===== src/rtl/trunc_mul_pkg.sv =====
// trunc_mul_pkg: shared FSM state type and reference arithmetic for seq_trunc_mul.
// Build option: TRUNC_MUL_COMP_EN selects the compensation constant returned by comp_const.
package trunc_mul_pkg;
  typedef enum logic [1:0] {IDLE, BUSY, DONE} state_t;
`ifdef TRUNC_MUL_COMP_EN
  localparam bit COMP_EN = 1'b1;
`else
  localparam bit COMP_EN = 1'b0;
`endif
  // Correction for the discarded low columns: half the weight of the truncated field.
  function automatic logic [63:0] comp_const(int n, int k);
    return (COMP_EN && k > 0 && k < n) ? 64'd1 << (2 * k - 1) : 64'd0;
  endfunction
  function automatic logic [63:0] trunc_ref(logic [63:0] a, logic [63:0] b, int n, int k);
    logic [63:0] msk;
    msk = (64'd1 << n) - 64'd1;
    return (((a & msk) >> k) * ((b & msk) >> k)) << (2 * k);
  endfunction
endpackage


===== src/rtl/cska_acc.sv =====
// cska_acc: W-bit carry-skip adder, carry-in 0, skip blocks of BLK bits.
// Ports: x, y addends; s sum (carry-out dropped, the caller guarantees no overflow).
module cska_acc #(
  parameter int W   = 8,
  parameter int BLK = 4
) (
  input  logic [W-1:0] x,
  input  logic [W-1:0] y,
  output logic [W-1:0] s
);
  logic c, c_blk, p_blk;
  // Ripple inside a block; when every bit of the block propagates, the block
  // carry-out is taken straight from the block carry-in.
  always_comb begin
    s = '0;
    c = 1'b0;
    c_blk = 1'b0;
    p_blk = 1'b1;
    for (int i = 0; i < W; i++) begin
      s[i] = x[i] ^ y[i] ^ c;
      c = (x[i] & y[i]) | ((x[i] ^ y[i]) & c);
      p_blk = p_blk & (x[i] ^ y[i]);
      if (i % BLK == BLK - 1 || i == W - 1) begin
        c = p_blk ? c_blk : c;
        c_blk = c;
        p_blk = 1'b1;
      end
    end
  end
endmodule


===== src/rtl/seq_trunc_mul.sv =====
// seq_trunc_mul: sequential truncated unsigned multiplier keeping partial products with i,j >= K.
// Ports: clk, rst_n (sync, active low); in_valid/in_ready/a/b operand handshake;
//        out_valid/out_ready/out result handshake (out is 2N bits, low 2K bits hold only C).
// Build option: TRUNC_MUL_COMP_EN adds the compensation constant to every result.
module seq_trunc_mul import trunc_mul_pkg::*; #(
  parameter int N          = 8,
  parameter int K          = 4,
  parameter int CSKA_BLOCK = 4
) (
  input  logic           clk,
  input  logic           rst_n,
  input  logic           in_valid,
  output logic           in_ready,
  input  logic [N-1:0]   a,
  input  logic [N-1:0]   b,
  output logic           out_valid,
  input  logic           out_ready,
  output logic [2*N-1:0] out
);
  localparam int M = N - K;
  localparam logic [M-1:0] LAST = M'(M - 1);
  localparam logic [2*N-1:0] C = (2*N)'(comp_const(N, K));
  if (N < 2 || N > 32 || K < 0 || K >= N || CSKA_BLOCK < 1) begin : g_bad_param
    $error("seq_trunc_mul: illegal N/K/CSKA_BLOCK");
  end
  if (K > 0) begin : g_lo
    logic unused_lo;
    assign unused_lo = ^{a[K-1:0], b[K-1:0]};
  end
  state_t state, state_n;
  logic [M-1:0] at, bt, cnt;
  logic [2*M-1:0] acc, addend, sum;
  assign addend = |(bt & (M'(1) << cnt)) ? (2*M)'(at) << cnt : '0;
  cska_acc #(.W(2 * M), .BLK(CSKA_BLOCK)) u_acc (.x(acc), .y(addend), .s(sum));
  assign out_valid = state == DONE;
  always_comb begin
    state_n = state;
    state_n = (state == IDLE && in_valid && in_ready) ? BUSY :
              (state == BUSY && cnt == LAST)          ? DONE :
              (state == DONE && out_ready)            ? IDLE : state;
  end
  // in_ready is registered so that it is low while reset is held.
  always_ff @(posedge clk) begin
    if (!rst_n) begin
      state <= IDLE;
      in_ready <= 1'b0;
      at <= '0;
      bt <= '0;
      cnt <= '0;
      acc <= '0;
      out <= '0;
    end else begin
      state <= state_n;
      in_ready <= state_n == IDLE;
      if (state == IDLE && in_valid && in_ready) begin
        at <= a[N-1:K];
        bt <= b[N-1:K];
        cnt <= '0;
        acc <= '0;
      end
      if (state == BUSY) begin
        acc <= sum;
        cnt <= cnt + M'(1);
        if (cnt == LAST) out <= ((2*N)'(sum) << (2 * K)) + C;
      end
    end
  end
  a_result: assert property (@(posedge clk) disable iff (!rst_n)
    out_valid |-> 64'(out) == trunc_ref(64'(at) << K, 64'(bt) << K, N, K) + comp_const(N, K));
  a_excl: assert property (@(posedge clk) disable iff (!rst_n) !(in_ready && out_valid));
endmodule


===== config.mk =====
export PLATFORM = sky130hd
export DESIGN_NAME = seq_trunc_mul
export DESIGN_NICKNAME = d
export VERILOG_FILES = /design/src/rtl/trunc_mul_pkg.sv /design/src/rtl/cska_acc.sv /design/src/rtl/seq_trunc_mul.sv
export SDC_FILE = /design/constraint.sdc
export NUM_CORES = 1
export LEC_CHECK = 0
export CAP_MARGIN = 0
export CORE_AREA = 2 2 60 62
export DETAILED_ROUTE_END_ITERATION = 7
export DIE_AREA = 0 0 62 64
export GPL_TIMING_DRIVEN = 0
export HOLD_SLACK_MARGIN = 0.03
export PLACE_DENSITY = 0.78
export REMOVE_ABC_BUFFERS = 1
export SLEW_MARGIN = 25
export SYNTH_ARGS = -nofsm -noshare
export SYNTH_HDL_FRONTEND = slang
export SYNTH_SLANG_ARGS = --single-unit

===== constraint.sdc =====
create_clock -name clk -period 8.29 [get_ports clk]
set_input_delay 1.2435 -clock clk [delete_from_list [all_inputs] [get_ports clk]]
set_output_delay 1.2435 -clock clk [all_outputs]
set_load 0.02 [all_outputs]

==> impl_results.md <==
- GRT Total Usage: 19.0%
- Final cycle utilization of the critical path: a little over half
- Asr flop ratio synth: 0%
- Worst endpoint required time: roughly 8.5 ns
- Die Y: approximately 64 um
- DR WL/cell: between 10 and 15 um
- RSZ-0062 raised after global routing: false
- Cells after Synth: 196
- Startpoint types: register
- Post_cts resized: 0
- Worst-path clk slew: about 0.090 ns
- Critical path class: reg -> reg
- Worst slew pin tran: 0.991 ns
- Layout area overhead: 12.5%
- Sink Count: 31
- EDFF count, synth: 0
- Clk Latency, worst-skew pair: 0.34 ns
- Yosys warning total: 0
- Routed vias: approximately 1.4k
- Hold Crit Class: reg -> reg
- Slew Limit Fails: 0
- Post-CTS Setup Repair Bufs: 0
- F_max: around 0.23 GHz
- Aggregate global routing overflow: 0
- First-pass GRT wire length: between 5000 and 6000 um
- CTS buffer count: 5
- DRC viols: 0
- Status: complete, no violations
- Final nets: 242
- CTS root buf: clkbuf_4
- ANT cells: 0
- Crit Path Max Fanout: 17
- RD Place Congestion: 0.782
- Largest net degree at the start of global routing: 26
- Min cycle time layout: approximately 4.4 ns
- TNS Setup: 0 ns
- Post-Route WL: 3280 um
- Pleak: between 0.6 and 0.7 nW
- Mapped Area: 0.00174 mm^2
- Final WS setup: slightly below 4 ns
- Die ar.: between 0.003 and 0.004 mm^2
- Vias in the first global route: 1226
- PortBufs: 21
- Initial drt markers: between 60 and 70
- Slew headroom: around a third
- Cell variety after synth: 43
- Row count: 21
- # IOs: 38
- Number of H-tree levels: 2
- Chip width: 62 um
- Post-CTS Hold Buffers: 0
- PwrDens: 141 mW/mm^2
- Initial antenna violation count: 0
- Final Hold Fails: 0
- Arrival @ worst endpoint: 4.58 ns
- Detail Route Antenna Nets: 0
- Reg2reg setup slack: 3.92 ns
- Starting Density: between 50% and 60%
- Synth Register Bits: 31
- CTS max path bufs: 2
- Seq/Total Area, Yosys: about 36%
- Max cap viols: 0
- CTS tree: yes
- Main synth FF type: dfxtp_1
- DP Wirelength: 2270 um
- Setup Viol. Count Final: 0
- Maximum VDD drop: roughly 0.057 mV
- Clock Skew: around 0.0048 ns
- Share of layout cells above drive strength 1: under 10%
- Vias/cell: about 5.3
- Worst slack, placed: 3.97 ns
- Synthesized area per cell: approximately 8.9 um^2
- CP endpoint kind: register
- Core Region: ~0.0033 mm^2
- TritonRoute pass-1 iters: 4
-- state kept, by name (all words and copies together), names as in the netlist --
register	cells
acc	8
at	4
bt	4
cnt	4
in_ready	1
out	8
state	2
-- critical path: stages, from the launching register on --
cell	delay (ns)
dfxtp_1	0.68
mux4_2	0.36
nand2_2	0.11
or3_1	0.42
fa_1	0.42
fa_1	0.39
fa_1	0.37
a41oi_1	0.22
fa_1	0.21
inv_1	0.05
fa_1	0.36
inv_1	0.07
fa_1	0.43
nand2_1	0.07
a21oi_1	0.06
-- Yosys cell counts, types with 5 or more instances --
library cell | count | area share (%)
fa_1 | 6 | 6.9
nand3_1 | 11 | 3.2
inv_1 | 9 | 1.9
mux2i_1 | 7 | 4.0
nand2_1 | 33 | 7.1
a21oi_1 | 24 | 6.9
a211oi_2 | 5 | 3.6
nand2b_1 | 5 | 1.8
ha_1 | 5 | 3.6
dfxtp_1 | 31 | 36
buf_2 | 6 | 1.7
buf_4 | 8 | 3.5
-- where the power goes --
| part | switching [mW] | internal [mW] |
|---|---|---|
| registers | 0.00592 | 0.153 |
| clock network | 0.0514 | 0.0330 |
| logic | 0.0195 | 0.0125 |
-- metrics by stage --
stage                     hold WS, ns  std cells  utilization [%]  power [mW]  instance area (um^2)
after detailed placement        0.449        250             57.9       0.194                  1900
after global placement          0.445        249             57.6       0.192                  1890
final                           0.457        258             59.4       0.275                  1950
after CTS                       0.462        258             59.4       0.277                  1950
after global routing            0.482        258             59.4       0.288                  1950
after floorplan                 0.446        182                -       0.180                  1620
-- path summary, 6_finish.rpt --
path | startpoint | end | depth (start not counted)
worst max-delay path | cnt[0] | acc[6] | 14
worst max register to register | cnt[0] | acc[6] | 14
worst min-delay path | out[8] | out[8] | 2
worst min register to register | out[8] | out[8] | 2
-- logic make-up (layout without fill, tap and decap cells) --
logic type / Yosys count / after routing / synth area share, %
other: 1 / 8 / 0.216
and+or+nand+nor: 68 / 68 / 19.9
DFF: 31 / 31 / 35.8
AOI/OAI and AO/OA: 44 / 44 / 16.9
xor gates and xnor gates: 1 / 1 / 0.505
muxes: 9 / 9 / 5.98
adders and majority gates: 11 / 11 / 10.5
buffers and inverters: 31 / 40 / 10.2
-- metal layers --
layer / wire [um] / track usage (%)
met1: 1490 / 24.7
met2: 1500 / 28.0
met3: 178 / 4.25
met4: 106 / 11.2
met5: 0 / 0
-- final cells by class --
type,instances,area [um^2]
repair buffers,22,215
inverters,10,37.5
clock inverters,1,5.00
well taps,46,57.6
fillers,309,1330
flip-flops and latches,31,621
multi-input cells,141,971
clock buffers,7,45.0
-- cell usage in the layout (no fill, tap or decap), types with 2 or more instances in the layout --
cell type and count:
conb_1 8, inv_1 9, clkbuf_4 5, a21oi_1 24
o31ai_1 2, nand3_1 11, dfxtp_1 31, ha_1 5
fa_1 6, a211oi_2 5, nor2b_1 2, nand2b_1 5
mux2i_1 7, nor3_1 2, nand3b_1 3, o21ai_0 2
clkdlybuf4s50_1 21, nand2_1 33, nand4bb_1 2, nor2_1 2
clkbuf_1 2, a211oi_1 3
Power figures use the tool's default switching activity.
